--- src/rtl/std_cache_pkg.sv ---
// Shared address width and default data-cache geometry.
// Imported by the flush unit and its bench.
package riscv;
  localparam int unsigned PLEN = 56;
endpackage

package std_cache_pkg;
  localparam int unsigned PLEN                = riscv::PLEN;
  localparam int unsigned DCACHE_NUM_SETS     = 256;
  localparam int unsigned DCACHE_NUM_WAYS     = 8;
  localparam int unsigned DCACHE_OFFSET_WIDTH = 4;
  localparam int unsigned DCACHE_TAG_WIDTH    =
    PLEN - $clog2(DCACHE_NUM_SETS) - DCACHE_OFFSET_WIDTH;
endpackage

--- src/rtl/dcache_flush_unit_counter.sv ---
// Wrapping line-index counter; the {set,way} index with way in the low bits.
// last_o flags the final line so the sweep knows when to stop.
module counter #(
  parameter int unsigned WIDTH = 4
) (
  input  logic             clk_i,
  input  logic             rst_ni,
  input  logic             clear_i,
  input  logic             en_i,
  output logic [WIDTH-1:0] q_o,
  output logic             last_o
);

  logic [WIDTH-1:0] r_cnt;

  always_ff @(posedge clk_i or negedge rst_ni) begin
    if (!rst_ni) begin
      r_cnt <= '0;
    end else if (clear_i) begin
      r_cnt <= '0;
    end else if (en_i) begin
      r_cnt <= r_cnt + 1'b1;
    end
  end

  assign q_o    = r_cnt;
  assign last_o = &r_cnt;

endmodule

--- src/rtl/dcache_flush_unit.sv ---
// Data-cache flush sweep: read every line, write back dirty ones, invalidate.
// Optional post-reset invalidate sweep enabled by DCACHE_FLUSH_INIT_EN.
module dcache_flush_unit
  import std_cache_pkg::*;
#(
  parameter int unsigned NUM_SETS     = DCACHE_NUM_SETS,
  parameter int unsigned NUM_WAYS     = DCACHE_NUM_WAYS,
  parameter int unsigned TAG_WIDTH    = DCACHE_TAG_WIDTH,
  parameter int unsigned OFFSET_WIDTH = DCACHE_OFFSET_WIDTH
) (
  input  logic                        clk_i,
  input  logic                        rst_ni,
  input  logic                        flush_i,
  output logic                        flush_ack_o,
  output logic                        busy_o,
  input  logic                        init_ni,
  output logic                        tag_req_o,
  input  logic                        tag_gnt_i,
  output logic                        tag_we_o,
  output logic [$clog2(NUM_SETS)-1:0] tag_set_o,
  output logic [$clog2(NUM_WAYS)-1:0] tag_way_o,
  input  logic                        tag_valid_i,
  input  logic                        tag_dirty_i,
  input  logic [TAG_WIDTH-1:0]        tag_tag_i,
  output logic                        wb_req_o,
  input  logic                        wb_gnt_i,
  output logic [riscv::PLEN-1:0]      wb_addr_o,
  input  logic                        wb_done_i
);

  localparam int unsigned SW = $clog2(NUM_SETS);
  localparam int unsigned WW = $clog2(NUM_WAYS);
  localparam int unsigned IW = SW + WW;
  localparam int unsigned AW = riscv::PLEN;
  localparam int unsigned LW = TAG_WIDTH + SW + OFFSET_WIDTH;

`ifdef DCACHE_FLUSH_INIT_EN
  typedef enum logic [2:0] {
    IDLE, INIT, READ, CHECK, WB_REQ, WB_WAIT, INVAL, ACK
  } state_e;
`else
  typedef enum logic [2:0] {
    IDLE, READ, CHECK, WB_REQ, WB_WAIT, INVAL, ACK
  } state_e;
`endif

  state_e               r_state;
  state_e               w_next;
  logic [TAG_WIDTH-1:0] r_tag;
  logic [IW-1:0]        w_idx;
  logic                 w_last;
  logic                 w_clr;
  logic                 w_inc;
  logic                 w_latch;
  logic [LW-1:0]        w_line;

  counter #(
    .WIDTH (IW)
  ) u_idx (
    .clk_i   (clk_i),
    .rst_ni  (rst_ni),
    .clear_i (w_clr),
    .en_i    (w_inc),
    .q_o     (w_idx),
    .last_o  (w_last)
  );

`ifdef DCACHE_FLUSH_INIT_EN
  logic r_first;

  always_ff @(posedge clk_i or negedge rst_ni) begin
    if (!rst_ni) begin
      r_first <= 1'b1;
    end else begin
      r_first <= 1'b0;
    end
  end
`else
  logic w_unused_init;
  assign w_unused_init = init_ni;
`endif

  always_ff @(posedge clk_i or negedge rst_ni) begin
    if (!rst_ni) begin
      r_state <= IDLE;
      r_tag   <= '0;
    end else begin
      r_state <= w_next;
      if (w_latch) begin
        r_tag <= tag_tag_i;
      end
    end
  end

  always_comb begin
    w_next      = r_state;
    tag_req_o   = 1'b0;
    tag_we_o    = 1'b0;
    wb_req_o    = 1'b0;
    flush_ack_o = 1'b0;
    w_clr       = 1'b0;
    w_inc       = 1'b0;
    w_latch     = 1'b0;
    unique case (r_state)
      IDLE: begin
`ifdef DCACHE_FLUSH_INIT_EN
        if (r_first && !init_ni) begin
          w_next = INIT;
          w_clr  = 1'b1;
        end else
`endif
        if (flush_i) begin
          w_next = READ;
          w_clr  = 1'b1;
        end
      end
`ifdef DCACHE_FLUSH_INIT_EN
      INIT: begin
        tag_req_o = 1'b1;
        tag_we_o  = 1'b1;
        if (tag_gnt_i) begin
          w_inc = 1'b1;
          if (w_last) w_next = IDLE;
        end
      end
`endif
      READ: begin
        tag_req_o = 1'b1;
        if (tag_gnt_i) w_next = CHECK;
      end
      CHECK: begin
        if (tag_valid_i && tag_dirty_i) begin
          w_latch = 1'b1;
          w_next  = WB_REQ;
        end else if (tag_valid_i) begin
          w_next = INVAL;
        end else begin
          w_inc  = 1'b1;
          w_next = w_last ? ACK : READ;
        end
      end
      WB_REQ: begin
        wb_req_o = 1'b1;
        if (wb_gnt_i) w_next = WB_WAIT;
      end
      WB_WAIT: begin
        if (wb_done_i) w_next = INVAL;
      end
      INVAL: begin
        tag_req_o = 1'b1;
        tag_we_o  = 1'b1;
        if (tag_gnt_i) begin
          w_inc  = 1'b1;
          w_next = w_last ? ACK : READ;
        end
      end
      ACK: begin
        flush_ack_o = 1'b1;
        w_next      = IDLE;
      end
      default: w_next = IDLE;
    endcase
  end

  assign busy_o    = (r_state != IDLE);
  assign tag_set_o = w_idx[IW-1:WW];
  assign tag_way_o = w_idx[WW-1:0];
  assign w_line    = {r_tag, tag_set_o, {OFFSET_WIDTH{1'b0}}};
  assign wb_addr_o = (r_state == WB_REQ) ? AW'(w_line) : '0;

endmodule

--- config.mk ---
export PLATFORM = sky130hd
export DESIGN_NAME = dcache_flush_unit
export DESIGN_NICKNAME = d
export VERILOG_FILES = /design/src/rtl/std_cache_pkg.sv /design/src/rtl/dcache_flush_unit_counter.sv /design/src/rtl/dcache_flush_unit.sv
export SDC_FILE = /design/constraint.sdc
export NUM_CORES = 1
export LEC_CHECK = 0
export ABC_CLOCK_PERIOD_IN_PS = 3370
export BUFFER_PORTS_ARGS = -buffer_cell sky130_fd_sc_hd__clkbuf_2
export CAP_MARGIN = 20
export CORE_MARGIN = 2
export CORE_UTILIZATION = 45
export DETAILED_ROUTE_END_ITERATION = 10
export MAX_ROUTING_LAYER = met4
export PLACE_DENSITY = 0.84
export SYNTH_ARGS = -nofsm -noshare
export SYNTH_HDL_FRONTEND = slang
export SYNTH_SLANG_ARGS = --single-unit
--- constraint.sdc ---
create_clock -name clk_i -period 3.37 [get_ports clk_i]
set_input_delay 0.674 -clock clk_i [delete_from_list [all_inputs] [get_ports clk_i]]
set_output_delay 0.674 -clock clk_i [all_outputs]
set_load 0.03 [all_outputs]
==> flow_metrics.py <==
metrics = {
    "setup_path": {
        "path_class": "reg2out",
        "worst-r2r-setup-slack_ns": 1.39,
        "path_max_fanout": 30,
        "critPathLaunchType": "register",
        "end_kind": "primary output",
        "rr_worst_depth": 4,
        "cp.required_ns": 2.70,
        "cp.arrival_ns": 1.84,
    },
    "power_and_ir_drop": {
        "peakVddDrop_mv": 0.448,
        "power_uw": 2960,
        "p_leak_uw": 0.00195,
        "powerDensity_nw_per_um2": 775,
    },
    "timing": {
        "worst_clock_skew_ns": 0.0106,
        "setup_violations": 0,
        "tns_ns": 0,
        "rsz0062_at_grt": "no",
        "maxSlewHeadroom_pct": 50.9,
        "fin_crit_ns": 2.52,
        "worstMarginPinSlew_ns": 0.736,
        "max_freq_mhz": 397,
        "hold_violations": 0,
        "slew_viol_final": 0,
        "fin_crit_sh_pct": 74.7,
    },
    "floorplan": {
        "top_level_ports": 125,
        "core_area_um2": 6350,
        "dieArea_um2": 7260,
        "initial_core_util_pct": 46.8,
        "num_rows": 29,
        "fp.dieH_um": 85.2,
        "fp.dieW_um": 85.2,
    },
    "cts": {
        "numCtsBuffers": 9,
        "ctsResizeCount": 0,
        "cts_tree": "done",
        "clkSinkCount": 58,
        "clkTransAtPathRegs_ns": 0.06,
        "worstSkewPairLatency_ns": 0.33,
        "max-clock-path-buffers": 2,
        "postCtsHoldBufs": 0,
        "post_cts_buffers": 0,
        "cts_max_level": 3,
        "cts_root_buf": "clkbuf_8",
    },
    "yosys": {
        "synth_warnings": 0,
        "synth-xor-area-share_pct": 2.65,
        "seq_area_frac_synth_pct": 48.9,
        "synth_top_family_by_area": "simple AND/OR/NAND/NOR gates",
        "synth-adder-area-share_pct": 0.421,
        "ys_async_sr_fraction_pct": 100,
        "synth_seq_cells": 58,
        "yosys.area_share.simple_pct": 19.1,
        "ys.flop_type": "dfrtp_1",
        "synth.avg_cell_area_um2": 11.4,
        "synthMuxAreaShare_pct": 17.7,
        "synth_compound_area_share_pct": 6.91,
        "synthDistinctLibCells": 39,
        "synth_edf_count": 0,
        "synth_cells": 261,
        "syn_area_um2": 2970,
    },
    "final_layout": {
        "synthToLayoutAreaGrowth_pct": 28.8,
        "finalInstanceArea_um2": 3820,
        "drive_above_1_share_pct": 49.3,
        "n_antenna_cell": 0,
        "final_nets": 432,
        "utilization_pct": 60.2,
        "nFillCells": 540,
    },
    "placed_design": {
        "portBuffers": 119,
        "place_area_um2": 3610,
        "gp_congestion": 0.835,
        "dp_hpwl_um": 4700,
    },
    "route": {
        "via_count": 2314,
        "drt-wirelength-per-cell_um": 14.4,
        "firstDrtPassIters": 4,
        "detail-route-antenna-nets": 0,
        "dr.first_iter.drc_count": 80,
        "post-route-drc-count": 0,
        "drt_wl_total_um": 6610,
        "viasPerCell": 5.03,
    },
    "global_route": {
        "overflow": 0,
        "grt_pass1_wl_um": 11300,
        "grtUsageTotal_pct": 20.5,
        "grt_pass1_vias": 2471,
        "antenna_found_initial": 0,
        "grt_max_degree": 59,
    },
    "worst_hold_path": {
        "hold_path.class": "in2async",
    },
    "status": {
        "status": "finished, final reports clean",
    },
    "job": {
        "drv_cap": 0,
    },
}
placed cells by master (no fill, tap or decap), drive strengths merged, types with 2 or more instances in the layout:
master and instances:
clkbuf 130, dfrtp 58, and2 54, mux2 44, nor2 10, xnor2 9, a21oi 9, nand2 7
inv 6, nand3 5, nand2b 4, conb 4, buf 4, nor3 3, mux2i 3, a2111oi 3
a211oi 3, nor2b 2, and3b 2, nand4 2, o21ai 2, clkinv 2, bufinv 2, a21boi 2
stage by stage:
step / std cells / hold WS [ns] / setup slack [ns]
floorplan: 264 / 0.378 / 1.06
global placement: 444 / 0.479 / 1.19
detailed placement: 444 / 0.487 / 1.17
CTS: 460 / 0.502 / 0.807
global route: 460 / 0.511 / 0.651
finish: 460 / 0.489 / 0.853
cells in the mapped netlist, types with 3 or more instances:
master / number / share of area, %
mux2_2: 44 / 17
and2_1: 54 / 11
nor2_1: 10 / 1.3
nand2b_1: 4 / 0.84
nand3_1: 5 / 0.84
inv_1: 6 / 0.76
buf_4: 4 / 1.0
clkbuf_1: 11 / 1.4
nand2_1: 7 / 0.89
mux2i_1: 3 / 1.0
buf_2: 4 / 0.67
a21oi_1: 9 / 1.5
xnor2_1: 9 / 2.7
nor3_1: 3 / 0.51
dfrtp_1: 58 / 49
flip-flops by register name (all words and copies together), names as in the netlist:
signal	count
r_tag	44
u_idx.q_o	11
r_state	3
worst paths after layout:
check / from / endpoint
min: rst_ni / r_tag[22]
max reg2reg: r_state[2] / u_idx.q_o[10]
min in group clk_i: r_tag[9] / r_tag[9]
max: r_state[2] / wb_addr_o[5]
min reg2reg: r_tag[9] / r_tag[9]
max in group asynchronous: rst_ni / r_tag[9]
layout make-up:
cell class / count / area [µm²] / area share [%]
flip-flops and latches: 58 / 1450 / 37.9
well taps: 77 / 96.3 / 2.52
clock buffers: 11 / 141 / 3.70
multi-input cells: 180 / 1410 / 36.9
repair buffers: 123 / 626 / 16.4
clock inverters: 5 / 77.6 / 2.03
inverters: 6 / 22.5 / 0.589
power breakdown:
part           total, µW  internal [µW]  switching, µW
logic               1120            472            644
registers           1150            961            186
clock network        701            434            267
critical path, cell delays in order (launching register included):
cell	delay, ns
dfrtp_1	0.54
and3b_1	0.31
buf_4	0.27
and2_1	0.19
clkbuf_2	0.20
cell families (layout without fill, tap and decap cells):
family	count (synthesis)	after routing
and+or+nand+nor	95	95
DFF	58	58
other	1	4
muxes	47	47
AOI/OAI and AO/OA	24	24
buffers and inverters	26	145
xor gates and xnor gates	9	9
adders and majority gates	1	1
layer usage:
metal	vias to the layer above	GRT usage [%]	routed length (µm)
li1	1107	-	-
met1	1117	24.8	2830
met2	79	32.0	3260
met3	11	6.23	410
met4	0	8.51	107
met5	-	-	0
Note: power is estimated with default switching activity, not from simulation.
